<file path="src/rtl/pipeline_if.sv">
// Instruction-fetch stage: owns the PC, issues in-order imem requests, and queues returned words for decode.
// Define IF_PERF_CNT_EN to add the perf_fetched / perf_dropped event counters.
module pipeline_if #(
    parameter int unsigned     XLEN       = 32,
    parameter logic [XLEN-1:0] RESET_PC   = 32'h0000_0000,
    parameter int unsigned     FIFO_DEPTH = 2
) (
    input  logic            clk,
    input  logic            rst,
    output logic            imem_req_valid,
    input  logic            imem_req_ready,
    output logic [XLEN-1:0] imem_req_addr,
    input  logic            imem_resp_valid,
    input  logic [XLEN-1:0] imem_resp_data,
    input  logic            redirect_valid,
    input  logic [XLEN-1:0] redirect_pc,
    input  logic            id_ready,
    output logic            inst_valid,
    output logic [XLEN-1:0] inst,
    output logic [XLEN-1:0] inst_pc
`ifdef IF_PERF_CNT_EN
    ,
    output logic [31:0]     perf_fetched,
    output logic [31:0]     perf_dropped
`endif
);

    localparam int unsigned AW      = $clog2(FIFO_DEPTH);
    localparam int unsigned CW      = AW + 1;
    localparam logic [CW:0] DEPTH_W = (CW + 1)'(FIFO_DEPTH);

    logic [XLEN-1:0]       pc_q, pc_d;
    logic [AW-1:0]         head_q, head_d;
    logic [AW-1:0]         tail_q, tail_d;
    logic [AW-1:0]         fill_q, fill_d;
    logic [CW-1:0]         count_q, count_d;
    logic [CW-1:0]         unfilled_q, unfilled_d;
    logic [CW-1:0]         drop_q, drop_d;
    logic [FIFO_DEPTH-1:0] filled_q, filled_d;
    logic [XLEN-1:0]       hold_inst_q, hold_pc_q;
    logic [XLEN-1:0]       ent_pc_q   [FIFO_DEPTH];
    logic [XLEN-1:0]       ent_data_q [FIFO_DEPTH];

    logic          head_filled;
    logic          push;
    logic          pop;
    logic          resp_fill;
    logic          resp_discard;
    logic [CW:0]   in_use;
    logic [CW-1:0] pending;

    // Credit covers both live queue entries and stale responses still owed by memory.
    assign in_use  = {1'b0, count_q} + {1'b0, drop_q};
    assign pending = drop_q + unfilled_q;

    assign head_filled    = filled_q[head_q];
    assign imem_req_valid = !rst && !redirect_valid && (in_use < DEPTH_W);
    assign imem_req_addr  = pc_q;
    assign push           = imem_req_valid && imem_req_ready;

    assign inst_valid = head_filled && !redirect_valid;
    assign pop        = inst_valid && id_ready;
    assign inst       = head_filled ? ent_data_q[head_q] : hold_inst_q;
    assign inst_pc    = head_filled ? ent_pc_q[head_q]   : hold_pc_q;

    assign resp_fill    = imem_resp_valid && !redirect_valid && (drop_q == '0) && (unfilled_q != '0);
    assign resp_discard = imem_resp_valid && (redirect_valid ? (pending != '0) : (drop_q != '0));

    always_comb begin
        pc_d       = pc_q;
        head_d     = head_q;
        tail_d     = tail_q;
        fill_d     = fill_q;
        count_d    = count_q;
        unfilled_d = unfilled_q;
        drop_d     = drop_q;
        if (redirect_valid) begin
            pc_d       = redirect_pc;
            head_d     = '0;
            tail_d     = '0;
            fill_d     = '0;
            count_d    = '0;
            unfilled_d = '0;
            // Every unfilled entry turns into a response that must be thrown away.
            drop_d     = pending - CW'(resp_discard);
        end else begin
            if (push) begin
                pc_d   = pc_q + XLEN'(4);
                tail_d = tail_q + 1'b1;
            end
            if (pop) begin
                head_d = head_q + 1'b1;
            end
            if (resp_fill) begin
                fill_d = fill_q + 1'b1;
            end
            count_d    = count_q + CW'(push) - CW'(pop);
            unfilled_d = unfilled_q + CW'(push) - CW'(resp_fill);
            drop_d     = drop_q - CW'(resp_discard);
        end
    end

    genvar gi;
    generate
        for (gi = 0; gi < FIFO_DEPTH; gi = gi + 1) begin : g_flag
            assign filled_d[gi] = !redirect_valid &&
                ((resp_fill && (fill_q == AW'(gi))) ||
                 (filled_q[gi] && !(pop && (head_q == AW'(gi)))));
        end
    endgenerate

    always_ff @(posedge clk) begin
        if (rst) begin
            pc_q        <= RESET_PC;
            head_q      <= '0;
            tail_q      <= '0;
            fill_q      <= '0;
            count_q     <= '0;
            unfilled_q  <= '0;
            drop_q      <= '0;
            filled_q    <= '0;
            hold_inst_q <= '0;
            hold_pc_q   <= '0;
        end else begin
            pc_q        <= pc_d;
            head_q      <= head_d;
            tail_q      <= tail_d;
            fill_q      <= fill_d;
            count_q     <= count_d;
            unfilled_q  <= unfilled_d;
            drop_q      <= drop_d;
            filled_q    <= filled_d;
            hold_inst_q <= inst;
            hold_pc_q   <= inst_pc;
        end
    end

    // Payload storage needs no reset; the filled flags decide what is meaningful.
    always_ff @(posedge clk) begin
        if (push) begin
            ent_pc_q[tail_q] <= pc_q;
        end
        if (resp_fill) begin
            ent_data_q[fill_q] <= imem_resp_data;
        end
    end

`ifdef IF_PERF_CNT_EN
    logic [31:0] perf_fetched_q, perf_dropped_q;

    always_ff @(posedge clk) begin
        if (rst) begin
            perf_fetched_q <= '0;
            perf_dropped_q <= '0;
        end else begin
            perf_fetched_q <= perf_fetched_q + 32'(pop);
            perf_dropped_q <= perf_dropped_q + 32'(resp_discard);
        end
    end

    assign perf_fetched = perf_fetched_q;
    assign perf_dropped = perf_dropped_q;
`endif

endmodule

</file>
<file path="config.mk">
export PLATFORM = sky130hd
export DESIGN_NAME = pipeline_if
export DESIGN_NICKNAME = d
export VERILOG_FILES = /design/src/rtl/pipeline_if.sv
export SDC_FILE = /design/constraint.sdc
export NUM_CORES = 1
export LEC_CHECK = 0
export BUFFER_PORTS_ARGS = -buffer_cell sky130_fd_sc_hd__buf_2
export CORE_ASPECT_RATIO = 1.1
export CORE_MARGIN = 3
export CORE_UTILIZATION = 55
export CTS_CLUSTER_DIAMETER = 60
export CTS_CLUSTER_SIZE = 10
export DETAILED_ROUTE_END_ITERATION = 6
export PLACE_DENSITY_LB_ADDON = 0.3
export SYNTH_ARGS = -nofsm -noshare
export SYNTH_HDL_FRONTEND = slang
export SYNTH_SLANG_ARGS = --single-unit
</file>
<file path="constraint.sdc">
create_clock -name clk -period 3.84 [get_ports clk]
set_clock_uncertainty 0.1 [all_clocks]
set_input_delay 0.576 -clock clk [delete_from_list [all_inputs] [get_ports clk]]
set_output_delay 0.576 -clock clk [all_outputs]
set_load 0.02 [all_outputs]
</file>
==> metrics.yaml, run 1 <==
run_status:
  status: "completed"
detailed_routing:
  vias: 6395
  vias_per_cell: 5.527
  ant_nets: 0
  wl_per_cell_um: 17.37
  drc: 0
  drt_iter0_drc: 419
  postRouteWirelength_mm: 20.10
  firstDrtPassIters: 5
cts:
  clk_latency_ps: 520
  clkTransAtPathRegs_ps: 60
  cts_setup_buffers: 0
  cts_resized: 0
  max-clock-path-buffers: 3
  cts_sinks: 236
  tritoncts: "yes"
  hold_buffers: 0
  root_buffer: "clkbuf_16"
  h-tree-depth: 1
  cts_buffers: 27
setup_path:
  crit_family: "buffers and inverters"
  crit_buf_inv: 2
  r2r_slack_ps: 910
  path_max_fanout: 90
  cp-start-kind: "flop"
  cp.depth: 4
  crit_required_ps: 3160
  worstPathCellList: "mux2i_4 -> buf_4 -> o21ai_0 -> buf_2"
  worstReg2RegEnd: "count_q[1]$_SDFF_PP0_"
  cp-end-kind: "output pin"
  crit_slowest_cell: "buf_4"
  worstReg2RegStart: "drop_q[0]$_SDFF_PP0_"
  max_stage_delay_ps: 640
  crit_type: "flop to output pin"
  arrival_ps: 2470
  worst_r2r_path_depth: 11
pwr:
  p_int_uw: 4187
  power_frac_comb_pct: 5.3
  power_uw: 5341
  vdd.ir_drop.worst_mv: 0.3412
  power_switching_uw: 1154
  power.share.sequential_pct: 52.2
  p_per_area_nw_per_um2: 478.1
  p_leak_uw: 0.004192
  clockPowerShare_pct: 42.5
  p_sw_share_pct: 21.61
global_routing:
  overflow: 0
  grt_pass1_vias: 6217
  grtUsageTotal_pct: 21.32
  grt_max_degree: 91
  grt_pass1_wl_mm: 31.77
  antenna_found_initial: 0
layout:
  syn2layout_area_growth_pct: 18.83
  layout.nets: 1012
  fin_area_sq_um: 11170
  multi_input_comb_area_sq_um: 3183
  num-fill-cells: 1233
  layout-drive-gt1-share_pct: 22.98
  seq_area_sq_um: 6010
  utilization_pct: 67.49
  antenna_cells: 0
yosys:
  synth.distinct_cells: 47
  yosysWarnings: 0
  synthArstFlopShare_pct: 0
  synthFlopType: "edfxtp_1"
  syn_area_sq_um: 9402
  synthCells: 774
  ys_top_cells_by_area: "edfxtp_1 41%, dfxtp_1 23%, mux2i_1 7.2%, nor2b_1 4.5%, o21ai_0 3.7%"
  syn-mean-instance-area_sq_um: 12.15
  postSynthNetCount: 854
  yosysTopAreaCellShare_pct: 40.88
  ys_seq_elements: 236
  synth_top_area_cell: "edfxtp_1"
  seq_area_frac_synth_pct: 63.88
  synth_edf_count: 128
timing:
  slew-limit-headroom_pct: 39.53
  hold_viol: 0
  slew_violations: 0
  final.period_utilization_pct: 81.85
  finalSetupTns_ps: 0
  hold_ws_ps: 147.4
  finalSetupViolations: 0
  fmax_mhz: 318.1
  finalCriticalPeriod_ps: 3143
  worst_slew_pin_slew_ps: 907.0
  rsz0062_at_grt: "no"
floorplanning:
  start_util_pct: 56.80
  num_io_pins: 168
  dieArea_sq_um: 18700
  die_h_um: 143.1
  dieWidth_um: 130.7
  coreArea_sq_um: 16550
  rows: 49
place:
  gp_congestion: 0.8347
  io_buffers: 167
  dp_hpwl_mm: 13.09
  placed_cell_area_sq_um: 10380
min_path:
  holdPathStages: 1
  min_to: "ent_data_q[0][29]$_DFFE_PN_"
  hold_class: "primary input to flop"
  worstHoldStart: "imem_resp_data[29]"
job:
  drv_cap: 0
-- final cells by class --
type                    count  share of cell area, %
flip-flops and latches    236                  53.79
well taps                 204                  2.285
inverters                   6                 0.2016
multi-input cells         484                  28.49
clock buffers              49                  6.977
clock inverters             1                0.07840
repair buffers            177                  8.176
-- sequential cells by signal, indices dropped and copies added (netlist names), named ones only --
name	cells
count_q	2
hold_pc_q	32
drop_q	2
tail_q	1
hold_inst_q	32
fill_q	1
ent_data_q	64
filled_q	2
head_q	1
unfilled_q	2
ent_pc_q	64
imem_req_addr	32
-- power groups by stage --
stage          Sequential [uW]  Combinational, uW  Clock (uW)
2_1_floorplan             2840                152           0
3_3_place_gp              2830                275           0
3_5_place_dp              2840                283           0
4_1_cts                   2780                285        2320
5_1_grt                   2790                311        2430
6_report                  2790                284        2270
-- kinds of logic (layout without fill, tap and decap cells) --
logic type	Yosys count	in the layout	share of synthesized area, %
xor+xnor	19	19	1.770
compound gates	123	123	8.051
buf+inv	54	233	2.568
mux	68	68	7.240
flops	236	236	63.88
fa+ha+maj	10	10	1.411
simple gates	264	264	15.08
-- per-layer routing --
layer | vias to the layer above | share of wire (%) | GRT usage [%]
met3 | 28 | 7.0 | 3.853
met4 | 0 | 2.2 | 6.335
met5 | - | 0 | 0
met2 | 226 | 49 | 36.31
met1 | 3012 | 42 | 27.89
li1 | 3129 | - | -
-- synthesized netlist by cell type, types with 4 or more instances --
| cell type | instances |
|---|---|
| dfxtp_1 | 108 |
| or3_1 | 8 |
| xor2_1 | 7 |
| inv_1 | 4 |
| o21ai_0 | 69 |
| a21oi_1 | 4 |
| or4_1 | 13 |
| nand2_1 | 86 |
| and4_1 | 4 |
| a211oi_1 | 6 |
| a311oi_1 | 14 |
| and2_1 | 7 |
| a31oi_1 | 8 |
| ha_1 | 9 |
| o211ai_1 | 6 |
| nand3_1 | 9 |
| nor2_1 | 37 |
| nand4_1 | 10 |
| and3_1 | 7 |
| mux2i_1 | 68 |
| buf_2 | 13 |
| o31ai_1 | 9 |
| clkbuf_1 | 28 |
| o311ai_0 | 4 |
| nor3_1 | 4 |
| nor2b_1 | 67 |
| edfxtp_1 | 128 |
| xnor2_1 | 12 |
-- worst max-delay path by stage --
stage          slack [ps]                        to            startpoint
2_1_floorplan         350  ent_pc_q[0][0]$_DFFE_PP_  drop_q[0]$_SDFF_PP0_
3_3_place_gp         1030     count_q[1]$_SDFF_PP0_  drop_q[0]$_SDFF_PP0_
3_5_place_dp          930     count_q[1]$_SDFF_PP0_  drop_q[0]$_SDFF_PP0_
4_1_cts               670               inst_pc[15]   head_q$_SDFFE_PP0P_
5_1_grt               540               inst_pc[11]   head_q$_SDFFE_PP0P_
6_report              700               inst_pc[15]   head_q$_SDFFE_PP0P_
-- metrics by stage --
stage	instances	setup slack, ps
after floorplan	774	349.1
after global placement	1107	1029
after detailed placement	1107	931.1
after CTS	1157	665.5
after global routing	1157	539.7
final	1157	696.8
-- placed cells by master (no fill, tap or decap), drive strengths merged --
master | Yosys | routed
buf | 20 | 177
edfxtp | 128 | 128
dfxtp | 108 | 108
nand2 | 86 | 86
o21ai | 69 | 69
mux2i | 68 | 68
nor2b | 67 | 67
clkbuf | 28 | 49
nor2 | 38 | 38
a311oi | 14 | 14
or4 | 13 | 13
nand4 | 13 | 13
xnor2 | 12 | 12
nand3 | 10 | 10
o31ai | 9 | 9
ha | 9 | 9
a31oi | 8 | 8
or3 | 8 | 8
and3 | 7 | 7
xor2 | 7 | 7
and2 | 7 | 7
o211ai | 6 | 6
a211oi | 6 | 6
inv | 5 | 6
nor3 | 4 | 4
a21oi | 4 | 4
and4 | 4 | 4
o311ai | 4 | 4
o21a | 2 | 2
nor3b | 2 | 2
or2 | 1 | 1
clkinv | 1 | 1
o2111a | 1 | 1
or3b | 1 | 1
nand3b | 1 | 1
or4b | 1 | 1
nor4bb | 1 | 1
fa | 1 | 1
Note: power is estimated with default switching activity, not from simulation.
==> inputs of run 2 (changes only) <==
--- a/config.mk
+++ b/config.mk
@@ -8,7 +8,7 @@
 export BUFFER_PORTS_ARGS = -buffer_cell sky130_fd_sc_hd__buf_2
 export CORE_ASPECT_RATIO = 1.1
 export CORE_MARGIN = 3
-export CORE_UTILIZATION = 55
+export CORE_UTILIZATION = 50
 export CTS_CLUSTER_DIAMETER = 60
 export CTS_CLUSTER_SIZE = 10
 export DETAILED_ROUTE_END_ITERATION = 6
==> constraint.sdc (replaced) <==
create_clock -name clk -period 2.6 [get_ports clk]
set_clock_uncertainty 0.1 [all_clocks]
set_input_delay 0.39 -clock clk [delete_from_list [all_inputs] [get_ports clk]]
set_output_delay 0.39 -clock clk [all_outputs]
set_load 0.02 [all_outputs]
==> run 2 against run 1 <==
Compared with the run above: the flow now finishes with violations (negative setup slack); worst hold slack worse by 120 ps; sequential power is 47% higher; flip-flop and latch count stayed put; non-clock buffer count is 65 higher; design area is 7.5% higher; final cell count is 8.5% higher; highest routed layer is now met5.
==> metrics.yaml, run 2 (synthesized netlist as in run 1, its figures left out) <==
detailed_routing:
  drc: 0  # unchanged
  postRouteWirelength_mm: 21.73  # +8.1%
  firstDrtPassIters: 5  # unchanged
  wl_per_cell_um: 17.31  # -0.33%
  drt_iter0_drc: 407  # -2.9%
  vias_per_cell: 5.368  # -2.9%
  ant_nets: 0  # unchanged
  vias: 6737  # +5.3%
setup_path:
  cp_common_cell: "ha_4"
  crit_buf_inv: 2  # unchanged
  crit_family: "adder cells"
  cp-end-kind: "flop"
  worstPathCellList: "and2_4 -> fa_2 -> or3b_4 -> nor2_4 -> inv_4 -> ha_4 -> inv_2 -> ha_4 -> xor2_1 -> xnor2_1 -> nor2_1"
  cp-start-kind: "flop"
  crit_required_ps: 2900  # -260 ps
  arrival_ps: 2960  # +490 ps
  max_stage_delay_ps: 460  # -180 ps
  crit_type: "flop to flop"
  crit_slowest_cell: "fa_2"
  path_max_fanout: 4  # -96%
  r2r_slack_ps: -50  # -960 ps
job:
  drv_cap: 0  # unchanged
global_routing:
  grt_pass1_wl_mm: 34.02  # +7.1%
  grtUsageTotal_pct: 20.86  # -0.45 points
  grt_max_degree: 81  # -11%
  grt_pass1_vias: 6627  # +6.6%
  antenna_found_initial: 1  # +1
  overflow: 0  # unchanged
run_status:
  violations: "negative setup slack"
  status: "finished with violations"
floorplanning:
  coreArea_sq_um: 18060  # +9.1%
  start_util_pct: 52.06  # -4.7 points
  dieArea_sq_um: 20490  # +9.5%
  dieWidth_um: 136.7  # +4.7%
  rows: 51  # +4.1%
  num_io_pins: 168  # unchanged
  die_h_um: 149.8  # +4.7%
place:
  dp_hpwl_mm: 13.40  # +2.4%
  dp.cells: 1166  # +5.3%
  gp_congestion: 0.8441  # +1.1%
  io_buffers: 167  # unchanged
cts:
  clk_latency_ps: 520  # about the same
  max-clock-path-buffers: 3  # unchanged
  clkTransAtPathRegs_ps: 50  # about the same
  cts_sinks: 236  # unchanged
  root_buffer: "clkbuf_16"
  h-tree-depth: 1  # unchanged
  tritoncts: "yes"
  cts_buffers: 27  # unchanged
timing:
  slew_violations: 0  # unchanged
  final.period_utilization_pct: 102.0
  worst_slew_pin_slew_ps: 941.2  # +34.26 ps
  slew-limit-headroom_pct: 37.25  # -2.3 points
  fmax_mhz: 377.0
  finalCriticalPeriod_ps: 2652
  finalSetupViolations: 1  # +1
  setup_ws_ps: -52.48  # -749.2 ps
  finalSetupTns_ps: -52.48  # -52.48 ps
  rsz0062_at_grt: "yes"
  hold_viol: 0  # unchanged
layout:
  antenna_cells: 0  # unchanged
  final_cell_mix: "166 x buf_2, 128 x edfxtp_1, 104 x dfxtp_1, 86 x nand2_1"
  syn2layout_area_growth_pct: 27.78
  layout-drive-gt1-share_pct: 25.96  # +3.0 points
  final_common_cell: "buf_2"
  layout.nets: 1077  # +6.4%
  num-fill-cells: 1318  # +6.9%
  final_cells: 1255  # +8.5%
  top_regs: "ent_data_q: 64 flops, ent_pc_q: 64 flops"
pwr:
  p_per_area_nw_per_um2: 669.9  # +40%
  vdd.ir_drop.worst_mv: 0.4424  # +30%
  power_uw: 8047  # +51%
  p_leak_uw: 0.004547  # +8.5%
min_path:
  hold_class: "primary input to flop"
run 2: cell types whose count changed in the layout (fill, tap and decap cells not counted), sizes merged:
cell	change
bufbuf	+2
dlygate4sd3	+33
bufinv	+1
clkbuf	-2
buf	+30
run 2: worst paths after layout:
kind,start,end,depth (start not counted)
hold / removal,redirect_pc[4],imem_req_addr[4]$_SDFFE_PP0P_,3
hold reg to reg,imem_req_addr[1]$_SDFFE_PP0P_,ent_pc_q[1][1]$_DFFE_PP_,0
setup / recovery,drop_q[0]$_SDFF_PP0_,count_q[1]$_SDFF_PP0_,11
setup reg to reg,drop_q[0]$_SDFF_PP0_,count_q[1]$_SDFF_PP0_,11
run 2: tightest hold or removal path, delay by kind of cell:
family	cells	cell delay, ps
buffers and inverters	1	90
and+or+nand+nor	1	60
AOI/OAI and AO/OA	1	50
run 2: final cells by class:
class	instances	area (sq um)	share of cell area, %
clock buffers	47	750.7	6.249
multi-input cells	484	3253	27.08
inverters	6	25.02	0.2083
flip-flops and latches	236	6013	50.06
clock inverters	2	38.79	0.3229
well taps	238	297.8	2.479
repair buffers	242	1634	13.60
run 2: what timing repair did:
action,CTS,global route
hold endpoints to repair,65,0
pin swaps,0,14
cloned,2,0
resized for setup,2,14
hold buffers,33,0
setup endpoints to repair,45,12
buffers inserted,3,2
run 2: power breakdown:
part | total, uW | leakage, uW | internal, uW | switching [uW]
logic | 543 | 0.00212 | 245 | 298
registers | 4100 | 0.00205 | 4020 | 78.9
clock network | 3410 | 0.000375 | 2040 | 1370
total | 8050 | 0.00455 | 6300 | 1750
run 2: layer usage:
layer	share of wire (%)	vias up	wire length, um	GRT usage [%]
met5	0.060	-	13	0
met4	1.4	2	295	5.091
met3	7.2	26	1569	3.463
met2	49	256	10560	35.43
met1	43	3196	9292	28.04
li1	-	3257	-	-
run 2: stage by stage:
step,hold WS [ps],instance area (sq um),setup WS [ps],utilization [%]
3_3_place_gp,369.7,10720,36.28,59.36
6_report,26.41,12010,-52.48,66.52
2_1_floorplan,388.9,9418,2.459,-
5_1_grt,29.99,12010,-150.8,66.52
4_1_cts,3.162,11930,4.852,66.08
3_5_place_dp,377.9,10720,14.36,59.36
==> inputs of run 3 (changes only) <==
--- a/config.mk
+++ b/config.mk
@@ -7,8 +7,9 @@
 export LEC_CHECK = 0
 export BUFFER_PORTS_ARGS = -buffer_cell sky130_fd_sc_hd__buf_2
 export CORE_ASPECT_RATIO = 1.1
-export CORE_MARGIN = 3
-export CORE_UTILIZATION = 50
+export CORE_MARGIN = 2
+export CORE_UTILIZATION = 55
+export CTS_BUF_LIST = sky130_fd_sc_hd__clkbuf_16
 export CTS_CLUSTER_DIAMETER = 60
 export CTS_CLUSTER_SIZE = 10
 export DETAILED_ROUTE_END_ITERATION = 6
==> constraint.sdc (replaced) <==
create_clock -name clk -period 3.4 [get_ports clk]
set_clock_uncertainty 0.1 [all_clocks]
set_input_delay 0.51 -clock clk [delete_from_list [all_inputs] [get_ports clk]]
set_output_delay 0.51 -clock clk [all_outputs]
set_load 0.02 [all_outputs]
==> run 3 against run 2 <==
Compared with the run above: the run now ends clean; largest power group unchanged; combinational power down 41%; register-to-register slack better by 530 ps; first-iteration DRC count decreased by 6.9%; core utilization decreased by 0.062 points; largest cell class unchanged.
==> metrics.yaml, run 3 (synthesized netlist as in run 1, its figures left out) <==
setup_path:
  worst_r2r_path_depth: 11  # unchanged
  max_stage_delay_ps: 520  # +60 ps
  cp_common_cell: "ha_1"
  cp.depth: 11  # unchanged
  cp-end-kind: "flop"
  crit_family: "adder cells"
  crit_type: "flop to flop"
  worstPathCellList: "and2_1 -> fa_1 -> or3b_4 -> nor2_4 -> inv_2 -> ha_1 -> inv_1 -> ha_1 -> xor2_1 -> xnor2_1 -> nor2_1"
  crit_required_ps: 3700  # +800 ps
  arrival_ps: 3220  # +260 ps
  cp-start-kind: "flop"
  crit_buf_inv: 2  # unchanged
  path_max_fanout: 11  # +7
  crit_slowest_cell: "or3b_4"
cts:
  max-clock-path-buffers: 3  # unchanged
  cts_sinks: 236  # unchanged
  cts_resized: 0  # -2
  tritoncts: "yes"
  cts_setup_buffers: 0  # -3
  root_buffer: "clkbuf_16"
  h-tree-depth: 1  # unchanged
  cts_buffers: 27  # unchanged
  clkTransAtPathRegs_ps: 60  # about the same
  clk_latency_ps: 510  # about the same
  hold_buffers: 0  # -100%
min_path:
  hold_class: "primary input to flop"
  holdPathStages: 1  # -2
timing:
  final.period_utilization_pct: 85.99  # -16 points
  slew_violations: 0  # unchanged
  finalSetupViolations: 0  # -1
  fmax_mhz: 342.0  # -9.3%
  setup_ws_ps: 476.3  # +528.7 ps
  finalCriticalPeriod_ps: 2924  # +271.3 ps
  slew-limit-headroom_pct: 45.16  # +7.9 points
  worst_slew_pin_slew_ps: 822.6  # -118.6 ps
  rsz0062_at_grt: "no"
  hold_viol: 0  # unchanged
  finalSetupTns_ps: 0  # +52.48 ps
place:
  placed_cell_area_sq_um: 10440  # -2.6%
  gp_congestion: 0.8441  # unchanged
  pre_cts_ws_ps: 537.2  # +522.9 ps
  dp_hpwl_mm: 12.89  # -3.8%
  io_buffers: 167  # unchanged
floorplanning:
  dieWidth_um: 128.7  # -5.9%
  die_h_um: 141.1  # -5.8%
  dieArea_sq_um: 18160  # -11%
  start_util_pct: 55.66  # +3.6 points
  rows: 50  # -2.0%
  coreArea_sq_um: 16890  # -6.5%
  num_io_pins: 168  # unchanged
global_routing:
  overflow: 0  # unchanged
  grt_pass1_wl_mm: 30.97  # -9.0%
  antenna_found_initial: 0  # -1
  grt_pass1_vias: 6215  # -6.2%
  grt_max_degree: 84  # +3.7%
  grtUsageTotal_pct: 21.27  # +0.41 points
layout:
  syn2layout_area_growth_pct: 19.40
  final_cell_mix: "166 x buf_2, 128 x edfxtp_1, 107 x dfxtp_1, 86 x nand2_1, 69 x o21ai_0"
  top_regs: "ent_data_q: 64 flops, ent_pc_q: 64 flops"
  final_common_cell: "buf_2"
  antenna_cells: 0  # unchanged
  layout-drive-gt1-share_pct: 23.06  # -2.9 points
  layout.nets: 1014  # -5.8%
  num-fill-cells: 1322  # +0.30%
  fin_area_sq_um: 11230  # -6.6%
detailed_routing:
  wl_per_cell_um: 17.07  # -1.4%
  firstDrtPassIters: 5  # unchanged
  ant_nets: 0  # unchanged
  postRouteWirelength_mm: 19.83  # -8.7%
  vias: 6466  # -4.0%
  drc: 0  # unchanged
  vias_per_cell: 5.565  # +3.7%
  drt_iter0_drc: 379  # -6.9%
pwr:
  power_uw: 5992  # -26%
  p_leak_uw: 0.004298  # -5.5%
  vdd.ir_drop.worst_mv: 0.3332  # -25%
  p_per_area_nw_per_um2: 533.8  # -20%
run_status:
  status: "completed"
job:
  drv_cap: 0  # unchanged
run 3: per-layer routing:
layer,global-route usage (%),up-vias,routed length (um)
li1,-,3144,-
met5,0,-,0
met1,27.97,3036,8414
met3,3.681,28,1427
met2,36.54,258,9698
met4,5.664,0,291
run 3: area by class of cell:
| type | instances | area (sq um) | area share (%) |
|---|---|---|---|
| Inverter | 6 | 22.52 | 0.2006 |
| Clock inverter | 22 | 108.9 | 0.9697 |
| Tap cell | 208 | 260.3 | 2.318 |
| Clock buffer | 27 | 675.6 | 6.019 |
| Sequential cell | 236 | 6010 | 53.53 |
| Multi-Input combinational cell | 484 | 3183 | 28.35 |
| Timing Repair Buffer | 179 | 965.9 | 8.605 |
run 3: final timing paths:
check	start	endpoint	slack, ps
max	drop_q[0]$_SDFF_PP0_	unfilled_q[1]$_SDFF_PP0_	480
min	imem_resp_data[24]	ent_data_q[0][24]$_DFFE_PN_	80
max reg2reg	drop_q[0]$_SDFF_PP0_	unfilled_q[1]$_SDFF_PP0_	480
min reg2reg	imem_req_addr[1]$_SDFFE_PP0P_	ent_pc_q[1][1]$_DFFE_PP_	380
run 3: report_power, final:
group / switching (uW) / leakage, uW / internal (uW)
Combinational: 194 / 0.00179 / 124
Sequential: 72.1 / 0.00205 / 3070
Clock: 1040 / 0.000459 / 1490
run 3: through the flow:
stage,util (%),hold slack (ps),instances
floorplan,-,398.3,774
global placement,61.81,359.0,1113
detailed placement,61.81,381.7,1113
CTS,66.46,63.38,1162
global route,66.46,65.39,1162
finish,66.46,84.27,1162
